## src/rtl/mem_stage_pkg.sv

```systemverilog
// Shared definitions for the MEM pipeline stage: opcodes, writeback
// source encoding, FSM state encoding and access-size decode helpers.
package mem_stage_pkg;

  // MIPS load/store opcodes
  localparam logic [5:0] OP_LB  = 6'b100000;
  localparam logic [5:0] OP_LH  = 6'b100001;
  localparam logic [5:0] OP_LW  = 6'b100011;
  localparam logic [5:0] OP_LBU = 6'b100100;
  localparam logic [5:0] OP_LHU = 6'b100101;
  localparam logic [5:0] OP_SB  = 6'b101000;
  localparam logic [5:0] OP_SH  = 6'b101001;
  localparam logic [5:0] OP_SW  = 6'b101011;

  // memtoreg value marking a load
  localparam logic [1:0] MTR_LOAD = 2'b01;

  // Data memory handshake states
  typedef enum logic {
    ST_IDLE = 1'b0,
    ST_WAIT = 1'b1
  } state_t;

  // Access width
  typedef enum logic [1:0] {
    SZ_BYTE = 2'd0,
    SZ_HALF = 2'd1,
    SZ_WORD = 2'd2
  } size_t;

  // Any opcode that is not a byte or halfword access is handled as a word.
  function automatic size_t op_size(input logic [5:0] op);
    size_t sz;
    case (op)
      OP_LB, OP_LBU, OP_SB: sz = SZ_BYTE;
      OP_LH, OP_LHU, OP_SH: sz = SZ_HALF;
      default:              sz = SZ_WORD;
    endcase
    return sz;
  endfunction

  // Loads that sign-extend the extracted lane
  function automatic logic op_signed(input logic [5:0] op);
    return (op == OP_LB) || (op == OP_LH);
  endfunction

endpackage

```

## src/rtl/mem_lane.sv

```systemverilog
// Little-endian byte-lane steering: byte enables and replicated store data
// going out, lane extraction with sign/zero extension coming back, plus
// alignment checking. Purely combinational.
module mem_lane
  import mem_stage_pkg::*;
(
  input  logic [5:0]  op,
  input  logic [1:0]  a,
  input  logic [31:0] busB,
  input  logic [31:0] rdata,
  output logic [3:0]  be,
  output logic [31:0] wdata,
  output logic [31:0] ldata,
  output logic        misalign
);

  size_t       w_size;
  logic        w_signed;
  logic [31:0] w_shifted;

  assign w_size    = op_size(op);
  assign w_signed  = op_signed(op);
  // Move the addressed lane down to bit 0 so extraction is size-only.
  assign w_shifted = rdata >> {a, 3'b000};

  // Steering and extension per access width
  always_comb begin
    be       = 4'b1111;
    wdata    = busB;
    ldata    = rdata;
    misalign = 1'b0;
    case (w_size)
      SZ_BYTE: begin
        be       = 4'b0001 << a;
        wdata    = {4{busB[7:0]}};
        ldata    = w_signed ? {{24{w_shifted[7]}}, w_shifted[7:0]}
                            : {24'h000000, w_shifted[7:0]};
        misalign = 1'b0;
      end
      SZ_HALF: begin
        be       = 4'b0011 << a;
        wdata    = {2{busB[15:0]}};
        ldata    = w_signed ? {{16{w_shifted[15]}}, w_shifted[15:0]}
                            : {16'h0000, w_shifted[15:0]};
        misalign = a[0];
      end
      default: begin
        be       = 4'b1111;
        wdata    = busB;
        ldata    = rdata;
        misalign = (a != 2'b00);
      end
    endcase
  end

endmodule

```

## src/rtl/mem_stage.sv

```systemverilog
// MEM pipeline stage: issues data memory requests for loads and stores,
// stalls the upstream pipeline until the memory acknowledges, raises
// address-error exceptions on misaligned accesses and registers the
// writeback bundle.
module mem_stage
  import mem_stage_pkg::*;
(
  input  logic        clk,
  input  logic        rst,
  // EX/MEM inputs
  input  logic [31:0] mem_result,
  input  logic [31:0] mem_busB,
  input  logic [5:0]  mem_op,
  input  logic        mem_memwr,
  input  logic [1:0]  mem_memtoreg,
  input  logic [4:0]  mem_rw,
  input  logic        mem_regWr,
  output logic        mem_stall,
  // Data memory port
  output logic        dm_req,
  output logic        dm_we,
  output logic [31:0] dm_addr,
  output logic [3:0]  dm_be,
  output logic [31:0] dm_wdata,
  input  logic        dm_ack,
  input  logic [31:0] dm_rdata,
  // Writeback
  output logic [31:0] wb_result,
  output logic [31:0] wb_mdata,
  output logic [4:0]  wb_rw,
  output logic        wb_regWr,
  output logic [1:0]  wb_memtoreg,
  // Exceptions toward CP0
  output logic        mem_adel,
  output logic        mem_ades,
  output logic [31:0] mem_badvaddr
);

  state_t      r_state;

  // Instruction captured at request issue, used to retire it on ack
  logic [5:0]  r_op;
  logic [1:0]  r_a;
  logic [31:0] r_result;
  logic [4:0]  r_rw;
  logic        r_regwr;
  logic [1:0]  r_memtoreg;
  logic        r_load;

  logic        w_store;
  logic        w_load;
  logic        w_access;
  logic [5:0]  w_lane_op;
  logic [1:0]  w_lane_a;
  logic [3:0]  w_be;
  logic [31:0] w_wdata;
  logic [31:0] w_ldata;
  logic        w_misalign;

  // A store flag wins over a load encoding so one access is never both.
  assign w_store  = mem_memwr;
  assign w_load   = !mem_memwr && (mem_memtoreg == MTR_LOAD);
  assign w_access = w_store || w_load;

  // While waiting, extract with the captured opcode/offset so the result
  // does not depend on what the (held) upstream register presents.
  assign w_lane_op = (r_state == ST_WAIT) ? r_op : mem_op;
  assign w_lane_a  = (r_state == ST_WAIT) ? r_a  : mem_result[1:0];

  mem_lane u_lane (
    .op       (w_lane_op),
    .a        (w_lane_a),
    .busB     (mem_busB),
    .rdata    (dm_rdata),
    .be       (w_be),
    .wdata    (w_wdata),
    .ldata    (w_ldata),
    .misalign (w_misalign)
  );

  // Stall: aligned access about to issue, or outstanding request not yet acked
  always_comb begin
    mem_stall = 1'b0;
    if (!rst) begin
      case (r_state)
        ST_IDLE: mem_stall = w_access && !w_misalign;
        ST_WAIT: mem_stall = !dm_ack;
        default: mem_stall = 1'b0;
      endcase
    end
  end

  // Capture the instruction being issued so it can be retired on ack
  always_ff @(posedge clk) begin
    if (rst) begin
      r_op       <= 6'd0;
      r_a        <= 2'd0;
      r_result   <= 32'd0;
      r_rw       <= 5'd0;
      r_regwr    <= 1'b0;
      r_memtoreg <= 2'd0;
      r_load     <= 1'b0;
    end else if (r_state == ST_IDLE && w_access && !w_misalign) begin
      r_op       <= mem_op;
      r_a        <= mem_result[1:0];
      r_result   <= mem_result;
      r_rw       <= mem_rw;
      r_regwr    <= mem_regWr;
      r_memtoreg <= mem_memtoreg;
      r_load     <= w_load;
    end
  end

  // Handshake FSM with registered memory, writeback and exception outputs
  always_ff @(posedge clk) begin
    if (rst) begin
      r_state      <= ST_IDLE;
      dm_req       <= 1'b0;
      dm_we        <= 1'b0;
      dm_addr      <= 32'd0;
      dm_be        <= 4'd0;
      dm_wdata     <= 32'd0;
      wb_result    <= 32'd0;
      wb_mdata     <= 32'd0;
      wb_rw        <= 5'd0;
      wb_regWr     <= 1'b0;
      wb_memtoreg  <= 2'd0;
      mem_adel     <= 1'b0;
      mem_ades     <= 1'b0;
      mem_badvaddr <= 32'd0;
    end else begin
      // Exception flags are single-cycle pulses
      mem_adel <= 1'b0;
      mem_ades <= 1'b0;
      case (r_state)
        ST_IDLE: begin
          // dm_ack is deliberately not looked at here
          if (w_access && !w_misalign) begin
            r_state  <= ST_WAIT;
            dm_req   <= 1'b1;
            dm_we    <= w_store;
            dm_addr  <= {mem_result[31:2], 2'b00};
            dm_be    <= w_be;
            dm_wdata <= w_wdata;
            wb_regWr <= 1'b0;
          end else if (w_access) begin
            // Misaligned: no request, squash the writeback, report to CP0
            mem_adel     <= w_load;
            mem_ades     <= w_store;
            mem_badvaddr <= mem_result;
            wb_result    <= mem_result;
            wb_mdata     <= 32'd0;
            wb_rw        <= mem_rw;
            wb_regWr     <= 1'b0;
            wb_memtoreg  <= mem_memtoreg;
          end else begin
            wb_result   <= mem_result;
            wb_mdata    <= 32'd0;
            wb_rw       <= mem_rw;
            wb_regWr    <= mem_regWr;
            wb_memtoreg <= mem_memtoreg;
          end
        end
        ST_WAIT: begin
          if (dm_ack) begin
            r_state     <= ST_IDLE;
            dm_req      <= 1'b0;
            wb_result   <= r_result;
            wb_mdata    <= r_load ? w_ldata : 32'd0;
            wb_rw       <= r_rw;
            wb_regWr    <= r_regwr;
            wb_memtoreg <= r_memtoreg;
          end else begin
            // Bubble into writeback while the request is outstanding
            wb_regWr <= 1'b0;
          end
        end
        default: begin
          r_state <= ST_IDLE;
          dm_req  <= 1'b0;
        end
      endcase
    end
  end

endmodule

```

## config.mk

```make
export PLATFORM = sky130hd
export DESIGN_NAME = mem_stage
export DESIGN_NICKNAME = d
export VERILOG_FILES = /design/src/rtl/mem_stage_pkg.sv /design/src/rtl/mem_lane.sv /design/src/rtl/mem_stage.sv
export SDC_FILE = /design/constraint.sdc
export NUM_CORES = 1
export LEC_CHECK = 0
export BUFFER_PORTS_ARGS = -buffer_cell sky130_fd_sc_hd__clkbuf_2
export CORE_ASPECT_RATIO = 0.6
export CORE_MARGIN = 8
export CORE_UTILIZATION = 54
export DETAILED_ROUTE_END_ITERATION = 8
export PLACE_DENSITY = 0.84
export REMOVE_ABC_BUFFERS = 1
export SLEW_MARGIN = 20
export SYNTH_ARGS = -nofsm -noshare
export SYNTH_HDL_FRONTEND = slang
export SYNTH_SLANG_ARGS = --single-unit
export TNS_END_PERCENT = 100
```

## constraint.sdc

```tcl
create_clock -name clk -period 3.71 [get_ports clk]
set_clock_uncertainty 0.1 [all_clocks]
set_input_delay 0.742 -clock clk [delete_from_list [all_inputs] [get_ports clk]]
set_output_delay 0.742 -clock clk [all_outputs]
set_load 0.005 [all_outputs]
```

After elaboration in Yosys (flattened, before gate mapping)
Index checks and enable logic that the tools add are counted.
{"block": "totals", "reg_bits": 224, "in_bits": 114, "out_inout_bits": 177, "wordCells": 90}
{"block": "classes", "n_eq_ne": 11, "shift": 3, "n_mux": 34, "n_bitwise": 3, "n_reduce_logical": 18}
{"operator": "$pmux W32 S2", "count": 4}
{"operator": "$mux W32", "count": 7}
{"operator": "$eq A6 B6 Y1 const B", "count": 6}
{"operator": "$shr A32 B5 Y16", "count": 1}
{"operator": "$mux W5", "count": 2}
{"operator": "$pmux W1 S2", "count": 5}
{"operator": "$pmux W5 S2", "count": 1}
{"operator": "$mux W1", "count": 8}
{"operator": "$pmux W2 S2", "count": 2}
{"operator": "$pmux W4 S2", "count": 1}
{"operator": "$mux W2", "count": 3}
{"operator": "$mux W6", "count": 1}
{"operator": "$ne A2 B2 Y1 const B", "count": 3}
{"operator": "$reduce_and A2 Y1", "count": 3}
{"operator": "$reduce_or A3 Y1", "count": 2}
{"operator": "$eq A2 B1 Y1 const B", "count": 2}
{"operator": "$logic_and A1 B1 Y1", "count": 4}
{"operator": "$reduce_or A4 Y1", "count": 1}
{"operator": "$shl A1 B2 Y4 const A", "count": 1}
{"operator": "$shl A2 B2 Y4 const A", "count": 1}
{"operator": "$logic_not A1 Y1", "count": 3}
{"operator": "$not A1 Y1", "count": 3}
{"operator": "$reduce_and A3 Y1", "count": 1}
{"operator": "$logic_not A2 Y1", "count": 1}
{"operator": "other kinds (2)", "count": 3}

Longest topological paths before layout
{"block": "logic_depth", "depth_word": 10, "mapped_depth": 10, "depth_no_buf": 5}

Cells and area by module
A second synthesis with hierarchy kept.
{"block": "hier_totals", "cells_unflattened": 1102, "area_unflattened_um2": 10652.7}
{"mod": "mem_stage", "instances": 1, "cells_per_inst": 898, "area_per_inst_um2": 9328.9, "seq_area_each_um2": 4444.3}
{"mod": "mem_lane", "instances": 1, "cells_per_inst": 204, "area_per_inst_um2": 1323.8, "seq_area_each_um2": 0.0}

Worst setup path before layout
No wires, ideal clock.
{"block": "synth_timing", "kind": "input-to-output", "startpoint": "input port mem_result[0]", "endpoint": "output port mem_stall", "arrival_ps": 2125, "required_ps": 2868, "slack_ps": 743, "cell_stages": 6, "n_path_buf": 2, "cell_sequence": "clkbuf_2 nor3_1 a21boi_2 a211oi_4 nor2_2 buf_2"}
{"block": "synth_between", "elab_chain_cells": 7}
{"item": "start: declaration", "line": "mem_stage.sv:11", "text": "input logic [31:0] mem_result,"}
{"item": "$mux W2 *", "line": "mem_stage.sv:68", "text": "assign w_lane_a = (r_state == ST_WAIT) ? r_a : mem_result[1:0];"}
{"item": "$reduce_bool A2 Y1", "line": "mem_lane.sv:51", "text": "misalign = (a != 2'b00);"}
{"item": "$pmux W1 S2 *", "line": "mem_lane.sv:32", "text": "case (w_size)"}
{"item": "$logic_not A1 Y1 *", "line": "mem_stage.sv:86", "text": "ST_IDLE: mem_stall = w_access && !w_misalign;"}
{"item": "$logic_and A1 B1 Y1 *", "line": "mem_stage.sv:86"}
{"item": "$pmux W1 S2 *", "line": "mem_stage.sv:85", "text": "case (r_state)"}
{"item": "$mux W1 *", "line": "mem_stage.sv:84", "text": "if (!rst) begin"}
{"item": "end: declaration", "line": "mem_stage.sv:18", "text": "output logic mem_stall,"}
Mark *: on every way between the ends. The rest lies on a longest branch, timed or not.

Worst setup path after layout
{"block": "layout_timing", "startpoint": "register r_state", "endpoint": "output port mem_stall"}
{"block": "layout_between", "elab_chain_cells": 10, "elab_cells_between_ends": 20, "classes_between": "eq/ne: 7; mux: 6; bitwise: 1; reduce/logical: 6"}
{"item": "start: declaration", "line": "mem_stage.sv:39", "text": "state_t r_state;"}
{"item": "start signal: assignment", "line": "mem_stage.sv:117", "text": "r_state <= ST_IDLE;"}
{"item": "start signal: assignment", "line": "mem_stage.sv:139", "text": "r_state <= ST_WAIT;"}
{"item": "start signal: assignment", "line": "mem_stage.sv:166", "text": "r_state <= ST_IDLE;"}
{"item": "$mux W6", "line": "mem_stage.sv:67", "text": "assign w_lane_op = (r_state == ST_WAIT) ? r_op : mem_op;"}
{"item": "$eq A6 B6 Y1", "line": "mem_stage_pkg.sv:34", "text": "case (op)"}
{"item": "$reduce_or A3 Y1", "line": "mem_stage_pkg.sv:34"}
{"item": "$pmux W2 S2", "line": "mem_stage_pkg.sv:34"}
{"item": "$eq A2 B1 Y1 or $logic_not A2 Y1 (tied branches)", "line": "mem_lane.sv:32"}
{"item": "$pmux W1 S2", "line": "mem_lane.sv:32"}
{"item": "$logic_not A1 Y1", "line": "mem_stage.sv:86"}
{"item": "$logic_and A1 B1 Y1", "line": "mem_stage.sv:86"}
{"item": "$pmux W1 S2 *", "line": "mem_stage.sv:85"}
{"item": "$mux W1 *", "line": "mem_stage.sv:84"}
Marks and branches as above.

==> impl_metrics.yaml <==
layout:
  seqCellArea_um2: 4450
  fillers: 1329
  diodes: 0
  syn2layout_area_growth_pct: 25.2
  nets: 1365
  multi_input_area_um2: 4000
  drive_gt1_share_pct: 29.0
global_routing:
  overflow: 0
  grt_pass1_wl_um: 42600
  grt_usage_pct: 24.7
  grt_max_degree: 80
  antenna_found_initial: 0
  grt_pass1_vias: 7907
timing:
  holdWs_ns: 0.353
  slew_headroom_pct: 35.5
  rsz0062_at_grt: "false"
  tns_ns: 0
  period_needed_ns: 3.34
  post-route-period-util_pct: 90.0
  finalMaxSlewViolations: 0
  worst_pin_slew_ns: 0.965
  hold_violations: 0
  setup_ws_ns: 0.373
  setup_viol: 0
  timing.fmax_mhz: 300
cts:
  root_buffer: "clkbuf_16"
  ctsResizeCount: 0
  cts_buffers: 21
  clk_latency_ns: 0.49
  post-cts-setup-buffers: 0
  clockBufferDepth: 3
  postCtsHoldBufs: 0
  clk_pin_slew_ns: 0.06
  cts.sinks: 222
  cts_tree: "done"
  htreeDepth: 1
die:
  die_w_um: 181
  io_pins: 291
  initial_core_util_pct: 54.8
  core-area_um2: 16100
  fp.dieH_um: 115
  die_area_um2: 20900
  rows: 36
routing:
  drc: 0
  wl_per_cell_um: 18.4
  vias: 8302
  drtIter0Drc: 676
  drt_wl_total_um: 27100
  dr.pass1.iters: 6
  antenna_left: 0
  vias_per_cell: 5.63
power:
  sequentialPowerShare_pct: 47.0
  powerDensity_nw_per_um2: 503
  vdd_drop_max_v: 0.000378
  switching_share_pct: 26.0
  power.internal_w: 0.00412
  power_frac_clock_pct: 39.3
  pwr-share-comb_pct: 13.8
  p_leak_nw: 4.86
  p_sw_w: 0.00145
critical_path:
  cp_max_fo: 27
  slowest_stage: "dfxtp_4"
  worst-path-buf-inv: 1
  cp_top_family: "simple AND/OR/NAND/NOR gates"
  end_kind: "primary output"
  worst_ep_required_time_ns: 2.87
  path_cells: "nor4bb_1 -> o211a_1 -> a211oi_4 -> nor2_2 -> clkbuf_2"
  critPathLaunchType: "flop"
  crit_path_max_incr_delay_ns: 0.59
  cp.arrival_ns: 2.50
  path_class: "reg2out"
synth:
  synth_edf_count: 0
  synthArstFlopShare_pct: 0
  synth_cell_type_count: 49
  yosys_warnings: 0
  synth_area_um2: 8840
  syn_inst: 1002
  synth_seq_area_share_pct: 50.3
  synth_seq_cells: 222
  synth_area_per_cell_um2: 8.82
  synth_ff_type: "dfxtp_1"
min_path:
  hp-class: "reg2reg"
placed_design:
  gp_congestion: 0.827
  place_ws_ns: 0.571
  port_buffers: 288
  dpl.hpwl_um: 19200
outcome:
  outcome: "complete, no violations"
flow_run:
  maxCapViolations: 0
## cell usage after synthesis, drive strengths merged (2+ instances only)
library cell | instances | share of area, %
o2bb2ai | 7 | 0.69
a221o | 22 | 2.5
o211ai | 9 | 0.76
mux2 | 10 | 1.3
a211o | 8 | 0.79
buf | 42 | 2.9
mux2i | 55 | 6.4
clkbuf | 43 | 1.8
nor3b | 2 | 0.23
nand2 | 243 | 10
nand2b | 2 | 0.14
a22o | 3 | 0.30
dfxtp | 222 | 50
a221oi | 2 | 0.20
nor2b | 2 | 0.14
nand3b | 3 | 0.25
nor2 | 78 | 3.3
a21o | 2 | 0.17
a311oi | 12 | 1.2
a211oi | 48 | 4.2
a22oi | 7 | 0.59
nor3 | 4 | 0.23
a32o | 8 | 0.91
nand3 | 19 | 1.1
a21oi | 134 | 7.6
## final cells by class
class | count | area share, %
Tap cell | 209 | 2.36
Clock buffer | 28 | 5.44
Multi-Input combinational cell | 695 | 36.1
Timing Repair Buffer | 310 | 14.9
Clock inverter | 9 | 0.938
Inverter | 1 | 0.0339
Sequential cell | 222 | 40.2
## power by group through the flow
stage          logic [W]  registers (W)  clock network, W
2_1_floorplan   0.000360        0.00267                 0
3_3_place_gp    0.000745        0.00266                 0
3_5_place_dp    0.000762        0.00267                 0
4_1_cts         0.000768        0.00262           0.00221
5_1_grt         0.000847        0.00263           0.00232
6_report        0.000766        0.00262           0.00218
## tightest hold or removal path: stages (launching register included)
cell     delay, ns
dfxtp_1       0.31
nand2_1       0.05
a21oi_1       0.05
## cells in the final DEF, fill, tap and decap left out, drive strengths merged, types with 3 or more instances in the layout
cell	count
clkbuf	315
nand2	243
dfxtp	222
a21oi	134
nor2	78
mux2i	55
a211oi	48
buf	23
a221o	22
nand3	19
a311oi	12
mux2	10
o211ai	9
a32o	8
a211o	8
o2bb2ai	7
a22oi	7
clkinv	5
nor3	4
nand3b	3
a22o	3
## flip-flops by register name, indices dropped and copies added (netlist names)
signal / flops
r_a: 1
r_memtoreg: 2
dm_wdata: 32
dm_req: 1
wb_result: 32
r_state: 1
mem_adel: 1
r_rw: 5
wb_memtoreg: 2
wb_regWr: 1
dm_be: 4
mem_badvaddr: 32
dm_addr: 30
wb_rw: 5
r_regwr: 1
r_op: 6
r_load: 1
wb_mdata: 32
r_result: 31
mem_ades: 1
dm_we: 1
## final timing paths
check / from / end / slack (ns) / cells past startpoint
worst max-delay path: r_state / mem_stall / 0.37 / 5
worst min-delay path: dm_addr[26] / dm_addr[26] / 0.35 / 2
worst max register to register: r_state / r_rw[4] / 0.83 / 7
worst min register to register: dm_addr[26] / dm_addr[26] / 0.35 / 2
## metal layers
metal	up-vias	part of all wire, %	track usage [%]
met5	-	0	0
met4	0	1.8	4.62
met3	39	11	10.0
met2	350	43	38.5
met1	3886	43	32.1
li1	4027	-	-
## cell families after synthesis
logic type / count (synthesis) / synth area share [%]
other: 1 / 0.0424
DFF: 222 / 50.3
muxes: 66 / 7.94
buffers and inverters: 86 / 4.78
and+or+nand+nor: 359 / 16.2
AOI/OAI and AO/OA: 268 / 20.7
## through the flow
stage	utilization (%)	cell area [um^2]	cells	power [W]
global placement	64.3	10400	1437	0.00341
global route	68.6	11100	1474	0.00580
floorplan	-	8430	918	0.00303
CTS	68.6	11100	1474	0.00559
detailed placement	64.3	10400	1437	0.00343
finish	68.6	11100	1474	0.00557
Power figures use the tool's default switching activity.
